### src/rtl/perceptron_pkg.sv
// Shared constants for the shift-weighted perceptron digit classifier:
// class count, weight shifts, controller states and the sum-to-class table.
package perceptron_pkg;

  localparam int         NUM_CLASSES = 10;
  localparam logic [3:0] CLASS_NONE  = 4'hF;

  localparam int EDGE_SHIFT  = 3;
  localparam int CURVE_SHIFT = 1;

  typedef enum logic [1:0] {ACCUM, SCAN, OUT} state_t;

  // Entry i is the weighted sum that identifies digit i; all entries are distinct.
  localparam logic [NUM_CLASSES-1:0][6:0] CLASS_SUM = {
    7'd26, 7'd64, 7'd4, 7'd40, 7'd28, 7'd6, 7'd34, 7'd20, 7'd2, 7'd32
  };

endpackage

### src/rtl/perceptron_lut.sv
// Combinational classifier: shift-weighted feature sum matched against the class table.
// Zero latency; no flow control of its own.
module perceptron_lut
  import perceptron_pkg::*;
(
  input  logic [2:0] edges,
  input  logic [3:0] curves,
  output logic       hit,
  output logic [3:0] cls
);

  logic [6:0] sum;

  always_comb begin
    sum = ({4'b0, edges} << EDGE_SHIFT) + ({3'b0, curves} << CURVE_SHIFT);
    hit = 1'b0;
    cls = CLASS_NONE;
    for (int i = 0; i < NUM_CLASSES; i++) begin
      if (sum == CLASS_SUM[i]) begin
        hit = 1'b1;
        cls = 4'(i);
      end
    end
  end

endmodule

### src/rtl/perceptron_vote_ctrl.sv
// Frame vote controller: classifies FRAME samples, scans 10 counters, holds the majority result until taken.
// Result valid 10 cycles after the last accept; in_ready/out_valid come from state only. Optional PERCEPTRON_STATS_EN.
module perceptron_vote_ctrl
  import perceptron_pkg::*;
#(
  parameter int FRAME = 8
) (
  input  logic       clk,
  input  logic       rst_n,
  input  logic       in_valid,
  output logic       in_ready,
  input  logic [2:0] in_edges,
  input  logic [3:0] in_curves,
  output logic       out_valid,
  input  logic       out_ready,
  output logic [3:0] out_class,
  output logic [3:0] out_votes,
  output logic       out_miss,
  output logic [7:0] stat_miss
);

  state_t     state, state_nxt;
  logic [3:0] votes [NUM_CLASSES];
  logic [3:0] samp_cnt;
  logic [3:0] scan_idx;
  logic [3:0] best_cls, best_votes;
  logic [3:0] nb_cls, nb_votes;
  logic       lut_hit;
  logic [3:0] lut_cls;
  logic       accept, last_samp, scan_done;

  perceptron_lut u_lut (
    .edges  (in_edges),
    .curves (in_curves),
    .hit    (lut_hit),
    .cls    (lut_cls)
  );

  assign accept    = (state == ACCUM) && in_valid;
  assign last_samp = (samp_cnt == 4'(FRAME - 1));
  assign scan_done = (scan_idx == 4'(NUM_CLASSES - 1));

  always_ff @(posedge clk or negedge rst_n) begin
    if (!rst_n) state <= ACCUM;
    else        state <= state_nxt;
  end

  always_comb begin
    state_nxt = state;
    in_ready  = 1'b0;
    out_valid = 1'b0;
    case (state)
      ACCUM: begin
        in_ready = 1'b1;
        if (in_valid && last_samp) state_nxt = SCAN;
      end
      SCAN: if (scan_done) state_nxt = OUT;
      OUT: begin
        out_valid = 1'b1;
        if (out_ready) state_nxt = ACCUM;
      end
      default: state_nxt = ACCUM;
    endcase
  end

  // Strictly-greater compare keeps the lowest index on ties.
  always_comb begin
    nb_cls   = best_cls;
    nb_votes = best_votes;
    if (votes[scan_idx] > best_votes) begin
      nb_cls   = scan_idx;
      nb_votes = votes[scan_idx];
    end
  end

  always_ff @(posedge clk or negedge rst_n) begin
    if (!rst_n) begin
      for (int i = 0; i < NUM_CLASSES; i++) votes[i] <= '0;
      samp_cnt   <= '0;
      scan_idx   <= '0;
      best_cls   <= CLASS_NONE;
      best_votes <= '0;
      out_class  <= CLASS_NONE;
      out_votes  <= '0;
      out_miss   <= 1'b0;
    end else begin
      case (state)
        ACCUM: if (accept) begin
          if (lut_hit) votes[lut_cls] <= votes[lut_cls] + 4'd1;
          samp_cnt <= samp_cnt + 4'd1;
          if (last_samp) begin
            scan_idx   <= '0;
            best_cls   <= CLASS_NONE;
            best_votes <= '0;
          end
        end
        SCAN: begin
          best_cls   <= nb_cls;
          best_votes <= nb_votes;
          scan_idx   <= scan_idx + 4'd1;
          if (scan_done) begin
            out_class <= (nb_votes == 4'd0) ? CLASS_NONE : nb_cls;
            out_votes <= nb_votes;
            out_miss  <= (nb_votes == 4'd0);
          end
        end
        OUT: if (out_ready) begin
          for (int i = 0; i < NUM_CLASSES; i++) votes[i] <= '0;
          samp_cnt <= '0;
        end
        default: ;
      endcase
    end
  end

`ifdef PERCEPTRON_STATS_EN
  logic [7:0] miss_cnt;

  always_ff @(posedge clk or negedge rst_n) begin
    if (!rst_n)                                      miss_cnt <= '0;
    else if (accept && !lut_hit && miss_cnt != 8'hFF) miss_cnt <= miss_cnt + 8'd1;
  end

  assign stat_miss = miss_cnt;
`else
  assign stat_miss = 8'd0;
`endif

endmodule

### config.mk
export PLATFORM = sky130hd
export DESIGN_NAME = perceptron_vote_ctrl
export DESIGN_NICKNAME = d
export VERILOG_FILES = /design/src/rtl/perceptron_pkg.sv /design/src/rtl/perceptron_lut.sv /design/src/rtl/perceptron_vote_ctrl.sv
export SDC_FILE = /design/constraint.sdc
export NUM_CORES = 1
export LEC_CHECK = 0
export CORE_MARGIN = 2
export CORE_UTILIZATION = 36
export DETAILED_ROUTE_END_ITERATION = 6
export PLACE_DENSITY = 0.58
export SLEW_MARGIN = 10
export SYNTH_ARGS = -nofsm -noshare
export SYNTH_HDL_FRONTEND = slang
export SYNTH_HIERARCHICAL = 1
export SYNTH_SLANG_ARGS = --single-unit
### constraint.sdc
create_clock -name clk -period 3.1 [get_ports clk]
set_input_delay 0.31 -clock clk [delete_from_list [all_inputs] [get_ports clk]]
set_output_delay 0.31 -clock clk [all_outputs]
set_load 0.02 [all_outputs]
==> results.cfg <==
[run_status]
status = finished with violations
violations = DRC, setup timing

[floorplan]
die_width_um = 113
top_level_ports = 30
initial_core_util = 0.372
die-height_um = 113
core.rowCount = 39
core_area_um2 = 11500
die_area_um2 = 12800

[setup_path]
critPathMaxFanout = 5
critPathArrivalTime_ps = 3360
worstReg2RegStart = scan_idx[0]
cp-end-kind = register
critical_path_class = input port to register
worst-r2r-setup-slack_ps = 70
worst_setup_path_start_kind = input port
timing.critical_path.required_ps = 3320
ff2ff_path_depth = 13
timing.rr.end = out_class[2]

[worst_hold_path]
hold_end = out_votes[1]
holdPathStages = 2
worstHoldStart = out_votes[1]
timing.hold.worst.class = register to register

[cts]
cts_tree = done
cts-root-buf = clkbuf_16
cts_made_buffers = 9
worst_skew_pair.late_latency_ps = 330
clkTransAtPathRegs_ps = 50
ctsLongestPathBuffers = 2
cts-htree-levels = 3
cts_sinks = 67

[global_route]
grt_overflow = 0
grt_use_total = 0.195
globalRouteMet3Util = 0.0321
grt_pass1_vias = 3722
global_route_wire_length_before_repair_mm = 19.4
globalRoute.busiestLayer = met2
antenna_found_initial = 0
globalRouteMet2Util = 0.303
grt_max_degree = 29
groute.layer.met1.usage = 0.277

[finish]
share_of_layout_cells_above_drive_strength_1 = 0.360
layout.core_utilization = 0.508
n_antenna_cell = 0
synthToLayoutAreaGrowth_pct = 36.5
numnets_final = 572

[sta]
timing.max_slew.rel_slack = 0.513
min_period_ps = 3150
timing.final.max_slew_violations = 0
fin_clk_skew_ps = 2.89
finalCritPeriodShare = 1.02
post-route-worst-setup-slack_ps = -47.7
clock.fmax_mhz = 318
finalSetupViolCount = 12
report.final.hold_viol_count = 0
transition_time_at_the_pin_with_the_least_slew_margin_ps = 728
rsz_0062_raised_after_global_routing = yes

[synth]
ys_ff_latch = 67
area_leader_netlist = dfrtp_1
synth_edf_count = 0
ys_seq_area_frac = 0.394
post_synth_arst_share = 1.00
synth.area.top_cells = dfrtp_1 34%, nand2_1 5.3%, dfstp_2 4.9%
synth-main-ff-cell = dfrtp_1
mappedNetlistArea_um2 = 4280
post_synth_inst_count = 445
synth_top_area_share = 0.345
synthesis.area_per_instance_um2 = 9.63
synth.distinct_cells = 70
yosys_warnings = 6

[routing]
wirelength_mm = 11.9
wl_per_cell_um = 17.1
via_count_of_the_routed_design = 3746
detailedRoute.firstPassIterationCount = 7
route.antenna.remaining_nets = 0
drt_iter0_drc = 294
route.detailed.drc = 1
routed_via_density = 5.37

[run]
maxCapViolCount = 0

[placement]
globalplace.congestion = 0.909
placement.setup.worst_slack_ps = -953
buffer_ports.inserted = 21
dp.final_hpwl_mm = 8.66

[pwr]
power.density_cell_area_nw_per_um2 = 763
power_leakage_nw = 2.56
vdd.ir_drop.worst_mv = 0.298
power.total_mw = 4.46
kinds of logic (layout without fill, tap and decap cells):
| family | count (synthesis) | after routing | share of synthesized area |
|---|---|---|---|
| buf+inv | 45 | 146 | 0.0587 |
| mux | 32 | 32 | 0.114 |
| compound gates | 124 | 124 | 0.198 |
| simple gates | 162 | 162 | 0.192 |
| other cells | 1 | 8 | 0.000875 |
| fa+ha+maj | 11 | 11 | 0.0339 |
| flops | 67 | 67 | 0.394 |
| xor+xnor | 3 | 5 | 0.00964 |
synthesized netlist by cell type (3+ instances only):
master / number
a211oi_1: 4
a21o_1: 3
a21oi_1: 17
a21oi_2: 5
a22o_1: 4
a32o_1: 6
and4bb_1: 3
buf_2: 8
buf_4: 13
buf_6: 3
clkbuf_1: 5
dfrtp_1: 59
dfstp_2: 8
ha_1: 10
inv_1: 12
mux2_1: 4
mux2i_1: 16
mux4_1: 3
mux4_2: 9
nand2_1: 61
nand2b_1: 10
nand3_1: 8
nor2_1: 38
nor2b_1: 10
nor3_1: 8
nor3b_1: 3
o21ai_0: 26
o21ai_1: 27
o22ai_1: 8
or2_2: 5
cells in the final DEF (no fill, tap or decap), types with 9 or more instances in the layout:
cell / n
buf_4: 85
nand2_1: 58
dfrtp_1: 58
nor2_1: 38
o21ai_1: 29
mux2i_1: 16
o21ai_0: 16
clkdlybuf4s50_1: 16
mux4_2: 12
a21oi_1: 12
nor2b_1: 9
nand2b_1: 9
a21oi_2: 9
clkbuf_16: 9
metrics by stage:
| stage | instance area [µm²] | setup TNS [ps] | instances | hold slack, ps |
|---|---|---|---|---|
| 6_report | 5850 | -308 | 698 | 476 |
| 4_1_cts | 5680 | -641 | 692 | 484 |
| 2_1_floorplan | 4400 | -7370 | 452 | 14.4 |
| 3_3_place_gp | 5160 | -27160 | 662 | 346 |
| 3_5_place_dp | 5160 | -30650 | 662 | 354 |
| 5_1_grt | 5850 | -2840 | 698 | 503 |
critical path, stage by stage:
cell	delay, ps
buf_8	100
ha_4	150
inv_2	50
fa_2	460
and4bb_2	290
nor2_4	110
a21oi_2	70
a311oi_2	320
buf_6	180
mux4_2	310
a22oi_2	230
o31ai_4	130
ha_4	210
xor2_4	170
a32o_1	270
flip-flops by register name, summed over array words and instances (netlist names), 2 cells and up:
signal,flops
best_cls,4
best_votes,4
out_class,4
out_votes,4
samp_cnt,4
scan_idx,4
state,2
votes,40
cell type report:
type	instances	area [µm²]
Fill cell	1002	5670
Multi-Input combinational cell	342	2650
Sequential cell	67	1690
Timing Repair Buffer	117	991
Clock buffer	11	243
Tap cell	143	179
Clock inverter	5	52.6
Inverter	13	48.8
routing by layer:
metal  up-vias  share of wire
met3        15          0.043
met1      1832           0.48
met5         -              0
met4         0          0.018
li1       1799              -
met2       100           0.46
worst max path at each step:
stage	startpoint	to	slack, ps	depth (start not counted)
floorplan	in_edges[0]	votes[30]	-410	16
global placement	in_edges[0]	votes[23]	-820	15
detailed placement	in_edges[0]	votes[7]	-950	15
CTS	in_curves[2]	votes[18]	-60	15
global route	in_curves[2]	votes[22]	-170	15
finish	in_curves[2]	votes[18]	-50	15
power by group:
part / switching (mW) / internal, mW / total (mW)
clock: 0.377 / 0.640 / 1.02
sequential: 0.208 / 1.10 / 1.30
combinational: 1.12 / 1.03 / 2.14
total: 1.70 / 2.76 / 4.46
what timing repair did:
action                                 4_1_cts  5_1_grt
setup buffers                                9        6
setup endpoints to repair                   41       41
pin swaps                                   19       17
endpoints found under the hold margin        4        0
cloned                                       4        1
hold buffers                                 1        0
resized for setup                           36       35
Note: power is estimated with default switching activity, not from simulation.
